==> config.mk <==
export PLATFORM = sky130hd
export DESIGN_NAME = pps_period_meter
export DESIGN_NICKNAME = d
export VERILOG_FILES = /design/src/rtl/pps_period_meter.sv
export SDC_FILE = /design/constraint.sdc
export NUM_CORES = 1
export LEC_CHECK = 0
export ABC_AREA = 1
export CAP_MARGIN = 20
export CORE_MARGIN = 2
export CORE_UTILIZATION = 61
export DETAILED_ROUTE_END_ITERATION = 10
export HOLD_SLACK_MARGIN = 0.1
export PLACE_DENSITY_LB_ADDON = 0.2
export SLEW_MARGIN = 30
export SYNTH_ARGS = -nofsm -noshare
export SYNTH_HDL_FRONTEND = slang
export SYNTH_SLANG_ARGS = --single-unit
export TNS_END_PERCENT = 20
==> constraint.sdc <==
create_clock -name CLK_SYS -period 4.5 [get_ports CLK_SYS]
set_input_delay 0.675 -clock CLK_SYS [delete_from_list [all_inputs] [get_ports CLK_SYS]]
set_output_delay 0.675 -clock CLK_SYS [all_outputs]
set_load 0.005 [all_outputs]
==> src/rtl/pps_period_meter.sv <==
// GPS 1PPS period meter: counts CLK_SYS cycles between synchronized PPS rising
// edges, range-checks each period and reports lock health to the loop filter.
module pps_period_meter #(
    parameter int NOMINAL     = 1_000_000,
    parameter int WINDOW      = 50_000,
    parameter int GOOD_NEEDED = 3
) (
    input  logic        CLK_SYS,
    input  logic        CLK_RST,
    input  logic        GPS_PPS,
    output logic [23:0] Measure_Phase,
    output logic        Measure_Done,
    output logic        Pps_Valid,
    output logic        Pps_Lost,
    output logic [7:0]  Err_Cnt
);
    localparam int              GW       = $clog2(GOOD_NEEDED + 1);
    localparam logic [23:0]     LO       = 24'(NOMINAL - WINDOW);
    localparam logic [23:0]     HI       = 24'(NOMINAL + WINDOW);
    localparam logic [GW-1:0]   GOOD_MAX = GW'(GOOD_NEEDED);

    typedef enum logic {IDLE, COUNT} state_t;

    state_t         r_state;
    state_t         w_state_next;
    logic [2:0]     r_sync;
    logic [23:0]    r_cnt;
    logic [23:0]    r_phase;
    logic           r_done_stage;
    logic           r_done;
    logic           r_valid;
    logic           r_lost;
    logic [7:0]     r_err;
    logic [GW-1:0]  r_good_run;

    logic           w_edge;
    logic [23:0]    w_period;
    logic           w_good_edge;
    logic           w_bad_edge;
    logic           w_timeout;
    logic [GW-1:0]  w_good_run_inc;

    // r_sync[1:0] is the metastability pair, r_sync[2] the delayed copy for edge detect
    assign w_edge         = r_sync[1] & ~r_sync[2];
    assign w_period       = r_cnt + 24'd1;
    assign w_good_run_inc = (r_good_run == GOOD_MAX) ? GOOD_MAX : r_good_run + GW'(1);

    always_ff @(posedge CLK_SYS or negedge CLK_RST) begin
        if (!CLK_RST) begin
            r_state <= IDLE;
        end else begin
            r_state <= w_state_next;
        end
    end

    // An edge on the timeout cycle takes priority and is judged as a (bad) period
    always_comb begin
        w_state_next = r_state;
        w_good_edge  = 1'b0;
        w_bad_edge   = 1'b0;
        w_timeout    = 1'b0;
        case (r_state)
            IDLE: begin
                if (w_edge) begin
                    w_state_next = COUNT;
                end
            end
            COUNT: begin
                if (w_edge) begin
                    if (w_period >= LO && w_period <= HI) begin
                        w_good_edge = 1'b1;
                    end else begin
                        w_bad_edge = 1'b1;
                    end
                end else if (w_period == HI + 24'd1) begin
                    w_timeout    = 1'b1;
                    w_state_next = IDLE;
                end
            end
            default: w_state_next = IDLE;
        endcase
    end

    always_ff @(posedge CLK_SYS or negedge CLK_RST) begin
        if (!CLK_RST) begin
            r_sync       <= '0;
            r_cnt        <= '0;
            r_phase      <= '0;
            r_done_stage <= 1'b0;
            r_done       <= 1'b0;
            r_valid      <= 1'b0;
            r_lost       <= 1'b1;
            r_err        <= '0;
            r_good_run   <= '0;
        end else begin
            r_sync       <= {r_sync[1:0], GPS_PPS};
            // Done trails the phase load by one cycle so data is settled before the pulse
            r_done_stage <= w_good_edge;
            r_done       <= r_done_stage;

            if (r_state == IDLE || w_edge || w_timeout) begin
                r_cnt <= '0;
            end else begin
                r_cnt <= w_period;
            end

            if (w_good_edge) begin
                r_phase    <= w_period;
                r_good_run <= w_good_run_inc;
                r_lost     <= 1'b0;
                if (w_good_run_inc == GOOD_MAX) begin
                    r_valid <= 1'b1;
                end
            end else if (w_bad_edge) begin
                if (r_err != 8'hFF) begin
                    r_err <= r_err + 8'd1;
                end
                r_good_run <= '0;
                r_valid    <= 1'b0;
            end else if (w_timeout) begin
                r_lost     <= 1'b1;
                r_valid    <= 1'b0;
                r_good_run <= '0;
            end
        end
    end

    assign Measure_Phase = r_phase;
    assign Measure_Done  = r_done;
    assign Pps_Valid     = r_valid;
    assign Pps_Lost      = r_lost;
    assign Err_Cnt       = r_err;

endmodule

* Yosys cells after proc, flatten, opt, wreduce, memory -nomap -nowiden
Index checks and enable logic that the tools add are counted.
** Storage, ports and cells
- Register bits after elaboration :: 66
- Output and inout bits :: 35
** Cells by class
- Add/subtract/negate cells :: 3
- Magnitude comparators :: 2
- Equal/unequal tests :: 6
- Multiplexer cells :: 25
- Bitwise operators :: 4
- Reductions and logical operators :: 8
** Operators with widths (count)
- $add A24 B1 Y24 const B :: 1
- $eq A24 B21 Y1 const B :: 1
- $ge A24 B20 Y1 const B :: 1
- $le A24 B21 Y1 const B :: 1
- $mux W24 :: 1
- $mux W1 :: 19
- $add A8 B1 Y8 const B :: 1
- $mux W2 :: 4
- $ne A8 B8 Y1 const B :: 1
- $eq A2 B2 Y1 const B :: 2
- $reduce_and A2 Y1 :: 2
- $not A1 Y1 :: 3
- $reduce_and A3 Y1 :: 1
- $reduce_bool A3 Y1 :: 1
- $add A2 B1 Y2 const B :: 1
- $logic_or A1 B1 Y1 :: 2
- $ne A2 B1 Y1 const B :: 1
- $ne A2 B2 Y1 const B :: 1
- $pmux W1 S2 :: 1
- $reduce_bool A2 Y1 :: 1
- $and A1 B1 Y1 :: 1
- $logic_and A1 B1 Y1 :: 1

* Logic depth before layout (Yosys ltp)
- Word-level depth :: 8
- Gate-level depth with buffers :: 18
- Gate-level depth less buffers :: 18

* Worst setup path after synthesis
No wires, ideal clock.
- Kind :: register to register
- Start :: register r_cnt[0]
- End :: register r_phase[20] (netlist: Measure_Phase[20])
- Library setup time :: 0.118 ns
- Arrival :: 2.157 ns
- Data required time :: 4.382 ns
- Slack :: 2.225 ns
- Cell stages (with the launch flop) :: 16
- Path buffers :: 1
- Cells stage by stage :: dfrtp_1 ha_1 nand2_1 nor2_4 nand2_1 o21ai_0 nand2_1 nor2_2 nand3_1 nor2_1 nand2_1 nand2_2 nand4_4 buf_6 nand2_1 o21ai_2
** On the way
- Word-level cells in the longest chain between the ends :: 6
- Elaborated cells between the ends (all ways) :: 7
- Those cells by class :: 1 x add/sub; 2 x order compare; 3 x mux; 1 x reduce/logical
** RTL lines
- start, declared :: line 27 : logic [23:0] r_cnt;
- start signal, assigned :: line 104 : r_cnt <= w_period;
- $add A24 B1 Y24 (*) :: line 45 : assign w_period = r_cnt + 24'd1;
- $ge A24 B20 Y1 / $le A24 B21 Y1 (equally long branches) :: line 70 : if (w_period >= LO && w_period <= HI) begin
- $logic_and A1 B1 Y1 :: line 70
- $mux W1 :: line 70
- $mux W1 :: line 69 : if (w_edge) begin
- $mux W1 :: line 62 : case (r_state)
- end signal, assigned :: line 108 : r_phase <= w_period;
- end, declared :: line 28 : logic [23:0] r_phase;
Mark *: on every way between the ends. The rest lies on a longest branch, timed or not.
A chain may end at the register's enable or synchronous reset.

* Worst setup path after layout
- Start :: register r_cnt[0]
- End :: register r_phase[17] (netlist: Measure_Phase[17])
** On the way
- Word-level cells in the longest chain between the ends :: 6
- Elaborated cells between the ends (all ways) :: 7
- Those cells by class :: 1 x add/sub; 2 x order compare; 3 x mux; 1 x reduce/logical
** RTL lines
- $add A24 B1 Y24 (*) :: line 45
- $ge A24 B20 Y1 / $le A24 B21 Y1 (equally long branches) :: line 70
- $logic_and A1 B1 Y1 (*) :: line 70
- $mux W1 (*) :: line 70
- $mux W1 (*) :: line 69
- $mux W1 (*) :: line 62
- named net w_good_edge :: line 38 : logic w_good_edge;
The timed path passes the listed nets; every way through them passes the cells marked *.

==> metrics list <==
- Status: completed
- Cell repeated most along the worst path: nand2_1
- Max-cap violations in this run came to 0.
- Power per Cell Area: around 310 nW/µm²
- Register-to-register setup slack: 1.36 ns
* Sequential cell area fraction in the yosys report: a little under half
- GR Overflow Total: 0
- Fraction of layout instances using a drive strength above 1: roughly an eighth
- After layout, the minimum clock period comes to 3.14 ns.
- Top cells by area in the synthesized netlist: dfrtp_1, nand2_1, nor2_1, inv_1, o21ai_2
* Net switching share of the total power: 28.1%
* Area fraction of the dominant cell type after synthesis: about 45%
* Final-layout setup total negative slack: 0 ns
* Root buf cell: clkbuf_8
- Total global-route track usage: around 28%
- Clock slew at reported path FFs: around 0.07 ns
- The signal on the critical path passes through ha_1, nand2_1, nor2_4, nand3_1, nor2_1, nor2_1, nor2_2, nand3_1, nor2_1, nand2_1, nand2_2, nand4_4, inv_1, nand2_1, nand2_1.
- The first global-routing pass estimated roughly 14000 µm of wire.
* Worst IR drop on VDD: 0.274 mV
* Total wirelength of the detailed-routed design: just over 8000 µm
* Worst setup SP type: register
* Final GP Congestion: about 0.94
- Total instance count after detailed placement: approximately 580
- In the post-route analysis, the smallest setup slack over all paths is 1.36 ns.
- Setup repair after global routing missed its margin: no
* Cell type with the largest total area after synthesis: dfrtp_1
* Leak Pwr: around 2.0 nW
- Using the TritonRoute via totals, the vias-per-cell ratio works out to ~5.3.
- The number of hold violations in the final report is 0.
* Worst slack, placed: 1.39 ns
- Distinct cells, synth: 30
* Number of setup violations in the final report: 0
* Maximum number of pins on one net before global-route repair: 47
- Top Family by Delay on Critical Path: simple AND/OR/NAND/NOR gates
- Number of buffers and inverters on the critical path: 1
- At the pin with the least slew margin, the transition time is 0.847 ns.
- The wire-length estimate of the detail-placed layout is ~6000 µm.
- Element type at the critical path end: register
- Largest fanout on the critical path: 46
* Max stage delay cell, worst path: nand4_4
* Worst reg2reg path startpoint: r_cnt[0]
- TritonCTS built the clock tree.
- Portion of the clock cycle consumed by the worst path in the final layout: 69.8%
* Share of total power in sequential cells: around half
- Post-CTS repair changed the size of 0 cells.
- After clock tree synthesis, the setup repair step added 0 buffers.
- After the last flow step, the layout net total stands at 521.
- The floorplan step defined a core boundary enclosing around 5800 µm².
* Clock tree skew after final layout: 0.00972 ns
- After technology mapping, the gate count stands at around 470.
- The via count of the first global-routing pass was about 3100.
* Initial cell density of the core: between 60% and 70%
- Post-Synthesis Mean Instance Area: approximately 7.7 µm²
- After detailed routing, the number of remaining DRC violations is 0.
* Number of iterations in the first detailed-routing pass: 5
- After synthesis the netlist holds a flip-flop and latch count of 66.
- Share of total power in the clock network: 36.6%
* Floorplan row count: 28
- The routed layout has between 3000 and 4000 vias.
- The critical path is of the reg -> reg type.
- For this run, the number of standard cells in the final layout without fillers is 594.
* Top achievable clock speed: roughly 0.32 GHz
* Buffer levels on the longest clock path: 2
- Initial drt markers: approximately 230
- Width of the chip: slightly above 80 µm
- During placement, the flow inserted port buffers numbering 37.
* Die ar.: around 6600 µm²
- The worst register-to-register path ends at Measure_Phase[17].
- Total clock buffers created by CTS: 9
* Number of antenna violations at the first check in global routing: 0
- Summing every instance area after synthesis gives ~3600 µm².
- The Yosys step of the flow raised 0 warnings.
- Fraction of power consumed by combinational cells: between 10% and 20%
- Number of primary I/O pins: 38
- The number of max-slew violations in the final report is 0.
- The repair_antennas step left the layout with diodes totalling 0.
* Hold bufs inserted after CTS: 0
- Detail-routed net length per standard cell: 13.7 µm
* Vert. Die Dim: 81.0 µm
- Once detail routing completed, the nets flagged for antenna violations numbered 0.
* Req. time, crit path: between 4 and 5 ns
- The clock tree synthesis step divided the H-tree into 3 levels.
- Worst min-delay path class: in -> async
- From synthesis to final layout, the design area changed by 16.4%.
- For this run, the slowest stage of the critical path takes between 0.5 and 0.6 ns.
* Net Sw Power: between 0.0003 and 0.0004 W
* Skew-Pair Late Insertion Delay: between 0.3 and 0.4 ns
* Worst reg2reg path depth: 15
- Endpoint arrival time on the critical path: 3.43 ns
* Max transition margin: between 40% and 50%
- The internal portion of the total power is about 0.00095 W.
- The tightest hold path in the finished design has a slack of 0.312 ns.
* Syn_nets: 479
- The clock net in this run drives a total of 66 sinks.
==> registers in the layout, indices dropped and copies added (netlist names) <==
register / cells
Err_Cnt: 8
Measure_Done: 1
Measure_Phase: 24
Pps_Lost: 1
Pps_Valid: 1
r_cnt: 24
r_done_stage: 1
r_good_run: 2
r_state: 1
r_sync: 3
==> worst register-to-register path, stage by stage (launching register included) <==
cell,delay (ns)
dfrtp_1,0.49
ha_1,0.25
nand2_1,0.10
nor2_4,0.19
nand3_1,0.19
nor2_1,0.14
nor2_1,0.06
nor2_2,0.19
nand3_1,0.11
nor2_1,0.14
nand2_1,0.08
nand2_2,0.09
nand4_4,0.57
inv_1,0.28
nand2_1,0.12
nand2_1,0.08
==> layout make-up <==
cell class / count / area, µm²
Tap cell: 75 / 93.8
Timing Repair Buffer: 38 / 373
Clock buffer: 11 / 131
Sequential cell: 66 / 1650
Clock inverter: 5 / 55.1
Multi-Input combinational cell: 340 / 1680
Fill cell: 475 / 1600
Inverter: 59 / 221
==> metal layers <==
metal  up-vias  track usage [%]  wire (µm)  share of wire (%)
li1       1570                -          -                  -
met3        12             6.00        443                5.4
met5         -                0          0                  0
met2        91             46.3       3950                 49
met1      1486             35.5       3600                 44
met4         0             10.7        136                1.7
==> cell families after synthesis <==
group	count (synthesis)	synth area share [%]
and+or+nand+nor	299	37.2
buffers and inverters	66	7.75
DFF	66	45.7
AOI/OAI and AO/OA	28	5.81
xor gates and xnor gates	9	2.18
adders and majority gates	4	1.38
==> stage by stage <==
step / power, W / util [%] / area [µm²]
2_1_floorplan: 0.000775 / - / 3620
3_3_place_gp: 0.000842 / 69.2 / 4030
3_5_place_dp: 0.000851 / 69.2 / 4030
4_1_cts: 0.00133 / 72.4 / 4210
5_1_grt: 0.00138 / 72.4 / 4210
6_report: 0.00132 / 72.4 / 4210
==> power groups by stage <==
stage / registers, W / clock network, W / logic [W]
global placement: 0.000672 / 0 / 0.000170
global route: 0.000668 / 0.000514 / 0.000202
CTS: 0.000663 / 0.000489 / 0.000178
detailed placement: 0.000674 / 0 / 0.000177
floorplan: 0.000668 / 0 / 0.000107
finish: 0.000663 / 0.000484 / 0.000175
==> Yosys cell counts (all sizes together) <==
cell      n
and2      2
dfstp     1
clkbuf    1
nand3b    3
nor2     79
ha        4
o21a      1
o21ai    23
xor2      5
a21oi     4
nor4      1
buf       6
nand4    21
inv      59
dfrtp    65
nand2   156
nand3    31
nor3      6
xnor2     4
==> cell usage in the layout (no fill, tap or decap), types with 2 or more instances in the layout <==
master,netlist,layout
and2_1,2,2
nand3_2,3,3
inv_2,3,3
o21ai_1,4,4
xnor2_1,4,4
nor3_1,5,5
dfrtp_1,65,65
clkinv_2,0,2
o21ai_2,18,18
a21oi_1,4,4
xor2_1,5,5
nand3_1,28,28
clkbuf_8,0,9
nor2_1,69,69
inv_1,56,56
clkdlybuf4s50_1,0,36
nand2_2,7,7
clkinvlp_4,0,2
nand4_1,20,20
nor2_2,6,6
clkbuf_1,1,2
nand3b_1,3,3
ha_1,4,4
nor2_4,4,4
nand2_1,148,148
==> worst max path at each step <==
stage,startpoint,to,slack (ns),cells past startpoint
after detailed placement,r_cnt[0],Measure_Phase[17],1.39,15
final,r_cnt[0],Measure_Phase[17],1.36,15
after global placement,r_cnt[0],Measure_Phase[19],1.50,15
after floorplan,r_cnt[0],Measure_Phase[20],2.22,15
after global routing,r_cnt[0],Measure_Phase[18],0.99,15
after CTS,r_cnt[0],Measure_Phase[17],1.37,15
Power figures use the tool's default switching activity.
